`src/rtl/sim_monitor_if.sv`:
```
// sim_monitor_if: commit-lane bus from the core and trace-record bus to the log drainer.
//   master : core/drainer side (drives commits and rec_ready_i, receives the head record)
//   slave  : sim_monitor side (receives commits, presents the head record)
//   cm_valid_i/cm_pc_i/cm_ir_i/cm_we_i/cm_addr_i/cm_wdata_i : NCH commit lanes, lane 0 oldest
//   rec_valid_o/rec_ready_i/rec_ch_o/rec_pc_o/rec_ir_o      : FIFO head handshake and payload
interface sim_monitor_if #(
   parameter int unsigned XLEN = 64,
   parameter int unsigned NCH  = 2
) ();
   localparam int unsigned CHW = (NCH > 1) ? $clog2(NCH) : 1;

   logic [NCH-1:0]            cm_valid_i;
   logic [NCH-1:0][XLEN-1:0]  cm_pc_i;
   logic [NCH-1:0][31:0]      cm_ir_i;
   logic [NCH-1:0]            cm_we_i;
   logic [NCH-1:0][XLEN-1:0]  cm_addr_i;
   logic [NCH-1:0][XLEN-1:0]  cm_wdata_i;

   logic                      rec_valid_o;
   logic                      rec_ready_i;
   logic [CHW-1:0]            rec_ch_o;
   logic [XLEN-1:0]           rec_pc_o;
   logic [31:0]               rec_ir_o;

   modport master (
      output cm_valid_i, cm_pc_i, cm_ir_i, cm_we_i, cm_addr_i, cm_wdata_i, rec_ready_i,
      input  rec_valid_o, rec_ch_o, rec_pc_o, rec_ir_o
   );

   modport slave (
      input  cm_valid_i, cm_pc_i, cm_ir_i, cm_we_i, cm_addr_i, cm_wdata_i, rec_ready_i,
      output rec_valid_o, rec_ch_o, rec_pc_o, rec_ir_o
   );
endinterface

```
`src/rtl/sim_monitor.sv`:
```
// sim_monitor: simulation commit monitor. Counts cycles/retired instructions, buffers
// per-lane commit records in a multi-write FIFO and decides end of simulation
// (tohost, UNIMP, timeout, optional no-commit stall), draining the FIFO before halt.
//   clk_i, rst_ni  : clock, synchronous active-low reset
//   max_cycles_i   : timeout limit, 0 disables
//   bus            : sim_monitor_if.slave (commit lanes in, trace head out)
//   overflow_o     : sticky record-drop flag
//   cycle_o, instret_o : counters
//   status_o       : 0 RUN, 1 PASS, 2 FAIL, 3 UNIMP, 4 TIMEOUT, 5 STALL
//   exit_code_o    : tohost payload >> 1
//   halt_o         : simulation may finish
// Optional feature macro: SIM_MONITOR_STALL_WATCHDOG_EN (stall counter and STALL cause).
module sim_monitor #(
   parameter int unsigned     XLEN        = 64,
   parameter int unsigned     NCH         = 2,
   parameter int unsigned     DEPTH       = 16,
   parameter logic [XLEN-1:0] TOHOST_ADDR = XLEN'(64'h8000_1000),
   parameter int unsigned     STALL_LIMIT = 4096
) (
   input  logic              clk_i,
   input  logic              rst_ni,
   input  logic [63:0]       max_cycles_i,
   sim_monitor_if.slave      bus,
   output logic              overflow_o,
   output logic [63:0]       cycle_o,
   output logic [63:0]       instret_o,
   output logic [2:0]        status_o,
   output logic [XLEN-1:0]   exit_code_o,
   output logic              halt_o
);
   localparam int unsigned CHW = (NCH > 1) ? $clog2(NCH) : 1;
   localparam int unsigned AW  = (DEPTH > 1) ? $clog2(DEPTH) : 1;
   localparam int unsigned PW  = AW + 1;

   localparam logic [1:0] S_RUN   = 2'd0;
   localparam logic [1:0] S_DRAIN = 2'd1;
   localparam logic [1:0] S_HALT  = 2'd2;

   localparam logic [2:0] ST_RUN     = 3'd0;
   localparam logic [2:0] ST_PASS    = 3'd1;
   localparam logic [2:0] ST_FAIL    = 3'd2;
   localparam logic [2:0] ST_UNIMP   = 3'd3;
   localparam logic [2:0] ST_TIMEOUT = 3'd4;
   localparam logic [2:0] ST_STALL   = 3'd5;

   localparam logic [31:0] UNIMP_IR = 32'hc0001073;

   logic [1:0]             state, state_nxt;
   logic [2:0]             status_nxt;
   logic [XLEN-1:0]        code_nxt;
   logic                   halt_nxt;

   logic [NCH-1:0]         accept;
   logic                   end_lane, end_tohost;
   logic [2:0]             lane_status;
   logic [XLEN-1:0]        lane_code;
   logic                   stall_hit;

   logic [PW-1:0]          wr_ptr, rd_ptr, wr_ptr_nxt, rd_ptr_nxt;
   logic [PW-1:0]          count, free, n_acc, n_push;
   logic [NCH-1:0]         push;
   logic [NCH-1:0][AW-1:0] slot;
   logic                   pop, drop;

   logic [CHW-1:0]         mem_ch [DEPTH];
   logic [XLEN-1:0]        mem_pc [DEPTH];
   logic [31:0]            mem_ir [DEPTH];
   logic [CHW-1:0]         head_ch;
   logic [XLEN-1:0]        head_pc;
   logic [31:0]            head_ir;

   // Lane scan: accept valid lanes in order until one of them ends the run
   always_comb begin
      accept      = '0;
      end_lane    = 1'b0;
      end_tohost  = 1'b0;
      lane_status = ST_RUN;
      lane_code   = '0;
      for (int k = 0; k < NCH; k++) begin
         if (state == S_RUN && bus.cm_valid_i[k] && !end_lane) begin
            accept[k] = 1'b1;
            if (bus.cm_we_i[k] && bus.cm_addr_i[k] == TOHOST_ADDR && bus.cm_wdata_i[k][0]) begin
               end_lane    = 1'b1;
               end_tohost  = 1'b1;
               lane_code   = bus.cm_wdata_i[k] >> 1;
               lane_status = (lane_code == '0) ? ST_PASS : ST_FAIL;
            end else if (bus.cm_ir_i[k] == UNIMP_IR) begin
               end_lane    = 1'b1;
               lane_status = ST_UNIMP;
            end
         end
      end
   end

   // FIFO push allocation; free space is taken before this cycle's pop
   always_comb begin
      count  = wr_ptr - rd_ptr;
      free   = PW'(DEPTH) - count;
      pop    = bus.rec_valid_o && bus.rec_ready_i;
      push   = '0;
      slot   = '0;
      n_acc  = '0;
      n_push = '0;
      for (int k = 0; k < NCH; k++) begin
         if (accept[k]) begin
            if (n_acc < free) begin
               push[k] = 1'b1;
               slot[k] = AW'(wr_ptr + n_push);
               n_push  = n_push + PW'(1);
            end
            n_acc = n_acc + PW'(1);
         end
      end
      drop       = (n_acc > free);
      wr_ptr_nxt = wr_ptr + n_push;
      rd_ptr_nxt = rd_ptr + PW'(pop);
   end

   // Next head record, bypassing a slot written this cycle
   always_comb begin
      head_ch = mem_ch[rd_ptr_nxt[AW-1:0]];
      head_pc = mem_pc[rd_ptr_nxt[AW-1:0]];
      head_ir = mem_ir[rd_ptr_nxt[AW-1:0]];
      for (int k = 0; k < NCH; k++) begin
         if (push[k] && slot[k] == rd_ptr_nxt[AW-1:0]) begin
            head_ch = CHW'(k);
            head_pc = bus.cm_pc_i[k];
            head_ir = bus.cm_ir_i[k];
         end
      end
   end

`ifdef SIM_MONITOR_STALL_WATCHDOG_EN
   localparam int unsigned SCW = $clog2(STALL_LIMIT + 1);
   logic [SCW-1:0] stall_cnt;

   // Idle-cycle counter, saturating at the limit
   always_ff @(posedge clk_i) begin
      if (!rst_ni) begin
         stall_cnt <= '0;
      end else if (|accept) begin
         stall_cnt <= '0;
      end else if (state == S_RUN && stall_cnt != SCW'(STALL_LIMIT)) begin
         stall_cnt <= stall_cnt + SCW'(1);
      end
   end

   assign stall_hit = (stall_cnt == SCW'(STALL_LIMIT));
`else
   logic unused_stall_limit;
   assign unused_stall_limit = (STALL_LIMIT == 0);
   assign stall_hit          = 1'b0;
`endif

   // Next state and next registered status outputs
   always_comb begin
      state_nxt  = state;
      status_nxt = status_o;
      code_nxt   = exit_code_o;
      halt_nxt   = 1'b0;
      case (state)
         S_RUN: begin
            if (end_lane) begin
               state_nxt  = S_DRAIN;
               status_nxt = lane_status;
               if (end_tohost) code_nxt = lane_code;
            end else if (stall_hit) begin
               state_nxt  = S_DRAIN;
               status_nxt = ST_STALL;
            end else if (max_cycles_i != 64'd0 && cycle_o >= max_cycles_i) begin
               state_nxt  = S_DRAIN;
               status_nxt = ST_TIMEOUT;
            end
         end
         S_DRAIN: begin
            if (count == '0) begin
               state_nxt = S_HALT;
               halt_nxt  = 1'b1;
            end
         end
         S_HALT:  halt_nxt  = 1'b1;
         default: state_nxt = S_RUN;
      endcase
   end

   // Record storage; contents need no reset, pointers define validity
   always_ff @(posedge clk_i) begin
      for (int k = 0; k < NCH; k++) begin
         if (push[k]) begin
            mem_ch[slot[k]] <= CHW'(k);
            mem_pc[slot[k]] <= bus.cm_pc_i[k];
            mem_ir[slot[k]] <= bus.cm_ir_i[k];
         end
      end
   end

   // State, pointers, counters and registered outputs
   always_ff @(posedge clk_i) begin
      if (!rst_ni) begin
         state           <= S_RUN;
         wr_ptr          <= '0;
         rd_ptr          <= '0;
         bus.rec_valid_o <= 1'b0;
         bus.rec_ch_o    <= '0;
         bus.rec_pc_o    <= '0;
         bus.rec_ir_o    <= '0;
         overflow_o      <= 1'b0;
         cycle_o         <= '0;
         instret_o       <= '0;
         status_o        <= ST_RUN;
         exit_code_o     <= '0;
         halt_o          <= 1'b0;
      end else begin
         state           <= state_nxt;
         wr_ptr          <= wr_ptr_nxt;
         rd_ptr          <= rd_ptr_nxt;
         bus.rec_valid_o <= (wr_ptr_nxt != rd_ptr_nxt);
         bus.rec_ch_o    <= head_ch;
         bus.rec_pc_o    <= head_pc;
         bus.rec_ir_o    <= head_ir;
         overflow_o      <= overflow_o | drop;
         if (state != S_HALT) cycle_o <= cycle_o + 64'd1;
         instret_o       <= instret_o + 64'(n_acc);
         status_o        <= status_nxt;
         exit_code_o     <= code_nxt;
         halt_o          <= halt_nxt;
      end
   end
endmodule

```
`src/flat_wrapper.sv`:
```
// flat-port wrapper written by rule: the top's interface ports become plain ports
module sim_monitor_flat 
#(
   parameter int unsigned     XLEN        = 64,
   parameter int unsigned     NCH         = 2,
   parameter int unsigned     DEPTH       = 16,
   parameter logic [XLEN-1:0] TOHOST_ADDR = XLEN'(64'h8000_1000),
   parameter int unsigned     STALL_LIMIT = 4096
)
  (clk_i, rst_ni, max_cycles_i, overflow_o, cycle_o, instret_o, status_o, exit_code_o, halt_o, bus_cm_valid_i, bus_cm_pc_i, bus_cm_ir_i, bus_cm_we_i, bus_cm_addr_i, bus_cm_wdata_i, bus_rec_ready_i, bus_rec_valid_o, bus_rec_ch_o, bus_rec_pc_o, bus_rec_ir_o);
  sim_monitor_if #(.XLEN(XLEN), .NCH(NCH)) bus_i ();
  input  logic clk_i;
  input  logic rst_ni;
  input  logic [63:0] max_cycles_i;
  output logic overflow_o;
  output logic [63:0] cycle_o;
  output logic [63:0] instret_o;
  output logic [2:0] status_o;
  output logic [XLEN-1:0] exit_code_o;
  output logic halt_o;
  input wire logic [$bits(bus_i.cm_valid_i)-1:0] bus_cm_valid_i;
  input wire logic [$bits(bus_i.cm_pc_i)-1:0] bus_cm_pc_i;
  input wire logic [$bits(bus_i.cm_ir_i)-1:0] bus_cm_ir_i;
  input wire logic [$bits(bus_i.cm_we_i)-1:0] bus_cm_we_i;
  input wire logic [$bits(bus_i.cm_addr_i)-1:0] bus_cm_addr_i;
  input wire logic [$bits(bus_i.cm_wdata_i)-1:0] bus_cm_wdata_i;
  input wire logic [$bits(bus_i.rec_ready_i)-1:0] bus_rec_ready_i;
  output wire logic [$bits(bus_i.rec_valid_o)-1:0] bus_rec_valid_o;
  output wire logic [$bits(bus_i.rec_ch_o)-1:0] bus_rec_ch_o;
  output wire logic [$bits(bus_i.rec_pc_o)-1:0] bus_rec_pc_o;
  output wire logic [$bits(bus_i.rec_ir_o)-1:0] bus_rec_ir_o;
  assign bus_i.cm_valid_i = bus_cm_valid_i;
  assign bus_i.cm_pc_i = bus_cm_pc_i;
  assign bus_i.cm_ir_i = bus_cm_ir_i;
  assign bus_i.cm_we_i = bus_cm_we_i;
  assign bus_i.cm_addr_i = bus_cm_addr_i;
  assign bus_i.cm_wdata_i = bus_cm_wdata_i;
  assign bus_i.rec_ready_i = bus_rec_ready_i;
  assign bus_rec_valid_o = bus_i.rec_valid_o;
  assign bus_rec_ch_o = bus_i.rec_ch_o;
  assign bus_rec_pc_o = bus_i.rec_pc_o;
  assign bus_rec_ir_o = bus_i.rec_ir_o;
  sim_monitor #(.XLEN(XLEN), .NCH(NCH), .DEPTH(DEPTH), .TOHOST_ADDR(TOHOST_ADDR), .STALL_LIMIT(STALL_LIMIT)) u_core (.clk_i(clk_i), .rst_ni(rst_ni), .max_cycles_i(max_cycles_i), .bus(bus_i), .overflow_o(overflow_o), .cycle_o(cycle_o), .instret_o(instret_o), .status_o(status_o), .exit_code_o(exit_code_o), .halt_o(halt_o));
endmodule
```
`config.mk`:
```
export PLATFORM = sky130hd
export DESIGN_NAME = sim_monitor_flat
export DESIGN_NICKNAME = d
export VERILOG_FILES = /design/src/rtl/sim_monitor_if.sv /design/src/rtl/sim_monitor.sv /design/src/flat_wrapper.sv
export SDC_FILE = /design/constraint.sdc
export NUM_CORES = 2
export LEC_CHECK = 0
export CAP_MARGIN = 20
export CORE_MARGIN = 1
export CORE_UTILIZATION = 59
export CTS_CLUSTER_SIZE = 10
export DETAILED_ROUTE_END_ITERATION = 7
export PLACE_DENSITY = 0.89
export REMOVE_ABC_BUFFERS = 1
export SYNTH_ARGS = -nofsm -noshare
export SYNTH_HDL_FRONTEND = slang
export SYNTH_SLANG_ARGS = --single-unit
```
`constraint.sdc`:
```
create_clock -name clk_i -period 14.01 [get_ports clk_i]
set_clock_uncertainty 0.05 [all_clocks]
set_input_delay 2.802 -clock clk_i [delete_from_list [all_inputs] [get_ports clk_i]]
set_output_delay 2.802 -clock clk_i [all_outputs]
set_load 0.1 [all_outputs]
```
==> key figures <==
Min path
  • Min-delay worst type: reg2reg
  • Worst Hold Depth: 2
  • Sink of the worst hold path: u_core.mem_ch[9]$_DFF_P_
  • Hold path start: u_core.mem_ch[9]$_DFF_P_

Critical path
  • R2R Setup Slk: 5.79 ns
  • CP bufs+invs: 3
  • Crit. End Element: flop
  • Crit-path cells: clkdlybuf4s50_1 > or4b_2 > nor3_1 > nand4_1 > nand4_1 > inv_2 > ha_1 > ha_1 > inv_1 > fa_1 > and3b_1 > nand3_1 > or4_1 > nor2_2 > nand2_1 > or3_1 > a21oi_1
  • Critical Path RT: 14.67 ns
  • WS Path Type: in2reg
  • Worst EP arrival: 9.51 ns
  • Slowest CP cell: or4b_2
  • FF-to-FF End: u_core.mem_pc[5][46]$_DFFE_PP_
  • CP Launch Point: bus_cm_ir_i[9]
  • Cell count of the worst reg-to-reg path: 19
  • CP max stage delay: 0.99 ns
  • Crit start category: input pin
  • CP Max Fanout: 18
  • Delay-heaviest family, CP: simple AND/OR/NAND/NOR gates
  • RR Startpoint: u_core.wr_ptr[0]$_SDFF_PN0_

STA
  • RSZ-0062 raised after global routing: false
  • Slew HR: 0.1708
  • Fin. max-slew vios: 0
  • Setup WS post-layout: 5.158 ns
  • Final min period: 8.852 ns
  • Hold Vio Cnt, Final: 0
  • Worst-Margin Slew: 1.244 ns
  • Achievable frequency: 113.0 MHz
  • Hold WS: 0.4041 ns
  • Final setup vio count: 0
  • Period utilisation layout: 0.6318
  • Final TNS setup: 0 ns

Global route
  • Number of global-route vias before repair: 62,230
  • GR Util met2: 0.6302
  • Antenna violations before repair: 75
  • Total GRT Usage: 0.3858
  • Global route hottest layer: met2
  • Global route overflow: 0
  • First-pass GRT wire length: 445,600 um
  • Grt met1 use: 0.4608
  • Met3 Use GR: 0.1098
  • Largest net degree at the start of global routing: 179

Logic synthesis
  • Top cell type by total area after synthesis: edfxtp_1
  • Top FF cell, synth: edfxtp_1
  • Sequential area share after synthesis: 0.5597
  • Mean post-synth cell area: 15.55 um2
  • Synthesized area: 93,920 um2
  • Post-synth EDFFs: 1,536
  • Post-synth cell types: 78
  • Top cells by area in the synthesized netlist: edfxtp_1 (49%), mux2_2 (18%), mux4_2 (12%)
  • Top cell type's share of synthesized area: 0.4911
  • Yosys reg bits: 1,858
  • Post-synth ARST share: 0
  • Cells after synthesis: 6,041
  • Yosys Warn Count: 0

Die
  • Initial core utilization: 0.5937
  • Die width: 401.0 um
  • Die Y: 401.0 um
  • Die Area: 160,800 um2
  • FP Rows: 146
  • Core Area: 158,200 um2
  • Io pins: 814

Power
  • Internal power: 12,540 uW
  • Psw: 6577 uW
  • LEAKAGE: 0.03713 uW
  • Power density cells: 174.5 nW/um2
  • Clk pwr share: 0.268
  • Comb power frac: 0.352
  • Reg power frac: 0.379
  • Switching power share of the total: 0.3441
  • Maximum VDD drop: 0.0002013 V

Place
  • Placed cell count: 8,418
  • Dpl hpwl: 184,100 um
  • PortBufs: 812
  • DP Worst Slack: 4.761 ns
  • Routability congestion estimate: 1.002

Drt
  • Total number of vias: 62,150
  • Routed WL: 314,700 um
  • Drt first pass iters: 5
  • DR vias/cell: 7.024
  • Initial DRC count: 8,641
  • # DRC: 0
  • Post-DRT Antenna Nets: 0
  • Wirelength per Cell: 35.57 um

Clock network
  • # hold bufs at CTS: 0
  • Clock transition at path regs: 0.06 ns
  • Number of CTS-inserted buffers: 207
  • CTS root buf: clkbuf_16
  • Cts repair resizes: 0
  • CTS tree: yes
  • Clk sink count: 1,858
  • Skew-Pair Late Insertion Delay: 0.84 ns
  • Post-CTS Setup Bufs: 0
  • CTS H-tree lvls: 4
  • Deepest clock path buffer count: 3

Finish
  • Utilization after layout: 0.6922
  • Layout area overhead: 16.59%
  • Total Nets Final: 7,164
  • Share of layout cells above drive strength 1: 0.3646
  • Most frequent cells in the layout: edfxtp_1 (1,536), mux2_2 (1,531), clkdlybuf4s50_1 (761), mux4_2 (484), dfxtp_1 (322)
  • Non-Filler Instances: 8,848
  • Commonest non-fill, non-tap cell in the layout: edfxtp_1

Job
  • Max-cap check violation count: 0

Outcome
  • Status: finished, final reports clean
[sequential cells by signal, summed over array words and instances, names as in the netlist]
signal                  count
u_core.state                2
u_core.bus.rec_ch_o         1
u_core.status_o             3
u_core.mem_ir             512
u_core.cycle_o             64
u_core.mem_ch              16
u_core.rd_ptr               5
u_core.mem_pc            1024
u_core.wr_ptr               5
u_core.bus.rec_ir_o        32
u_core.bus.rec_valid_o      1
u_core.instret_o           64
u_core.exit_code_o         63
u_core.halt_o               1
u_core.bus.rec_pc_o        64
u_core.overflow_o           1
[through the flow]
stage / total power, uW / area (um2)
final: 19110 / 109500
after global routing: 19550 / 109500
after CTS: 19020 / 109400
after detailed placement: 13920 / 103100
after global placement: 13780 / 103000
after floorplan: 12940 / 91290
[area by class of cell]
cell class | count | area [um2]
multi-input cells | 3483 | 38710
inverters | 96 | 367.9
clock buffers | 370 | 5896
well taps | 2072 | 2592
flip-flops and latches | 1858 | 52570
repair buffers | 910 | 8924
diodes | 42 | 105.1
clock inverters | 17 | 344.1
fillers | 9871 | 48690
[power by group through the flow]
stage,logic (uW),registers (uW),clock network [uW]
6_report,6730,7250,5130
5_1_grt,6920,7290,5340
4_1_cts,6650,7240,5130
2_1_floorplan,4760,8180,0
3_3_place_gp,6480,7300,0
3_5_place_dp,6580,7340,0
[kinds of logic after synthesis]
family,Yosys count,share of synthesized area
fa+ha+maj,89,0.01210
mux,2185,0.3178
xor+xnor,143,0.01357
other cells,1,0.00003993
flops,1858,0.5597
buf+inv,700,0.03184
compound gates,283,0.02126
simple gates,782,0.04367
[how the worst max path moves through the flow]
stage                                        end  depth (start not counted)  slack [ns]
2_1_floorplan  u_core.bus.rec_ir_o[0]$_SDFF_PN0_                          7       -8.47
3_3_place_gp     u_core.instret_o[50]$_SDFF_PN0_                         17        4.79
3_5_place_dp     u_core.instret_o[62]$_SDFF_PN0_                         17        4.76
4_1_cts          u_core.instret_o[50]$_SDFF_PN0_                         17        5.47
5_1_grt          u_core.instret_o[50]$_SDFF_PN0_                         17        5.04
6_report         u_core.instret_o[50]$_SDFF_PN0_                         17        5.16
[Yosys cell counts (all sizes together), types with 4 or more instances]
master,number
nor4bb,4
mux2i,164
nor4,102
or3,15
buf,237
and4,16
nor3b,4
a21o,12
nand2b,12
nand4,67
and2,37
inv,95
a21oi,41
or4,6
nor2b,10
clkbuf,367
xor2,82
o21ai,30
and3,15
mux4,484
ha,86
nand3,74
nor2,192
nor3,119
nor4b,7
edfxtp,1536
xnor2,60
mux2,1537
dfxtp,322
o21a,5
nand2,89
a211oi,166
[tightest hold or removal path: stages (launching register included)]
cell and delay [ns]:
dfxtp_1 0.31, nand2_1 0.06, nand2_1 0.04
[layer usage]
metal	vias to the layer above	share of wire	routed length, um
li1	24920	-	-
met1	31310	0.33	104200
met2	4871	0.49	153800
met3	978	0.12	37710
met4	76	0.059	18480
met5	-	0.0016	518
Power figures use the tool's default switching activity.
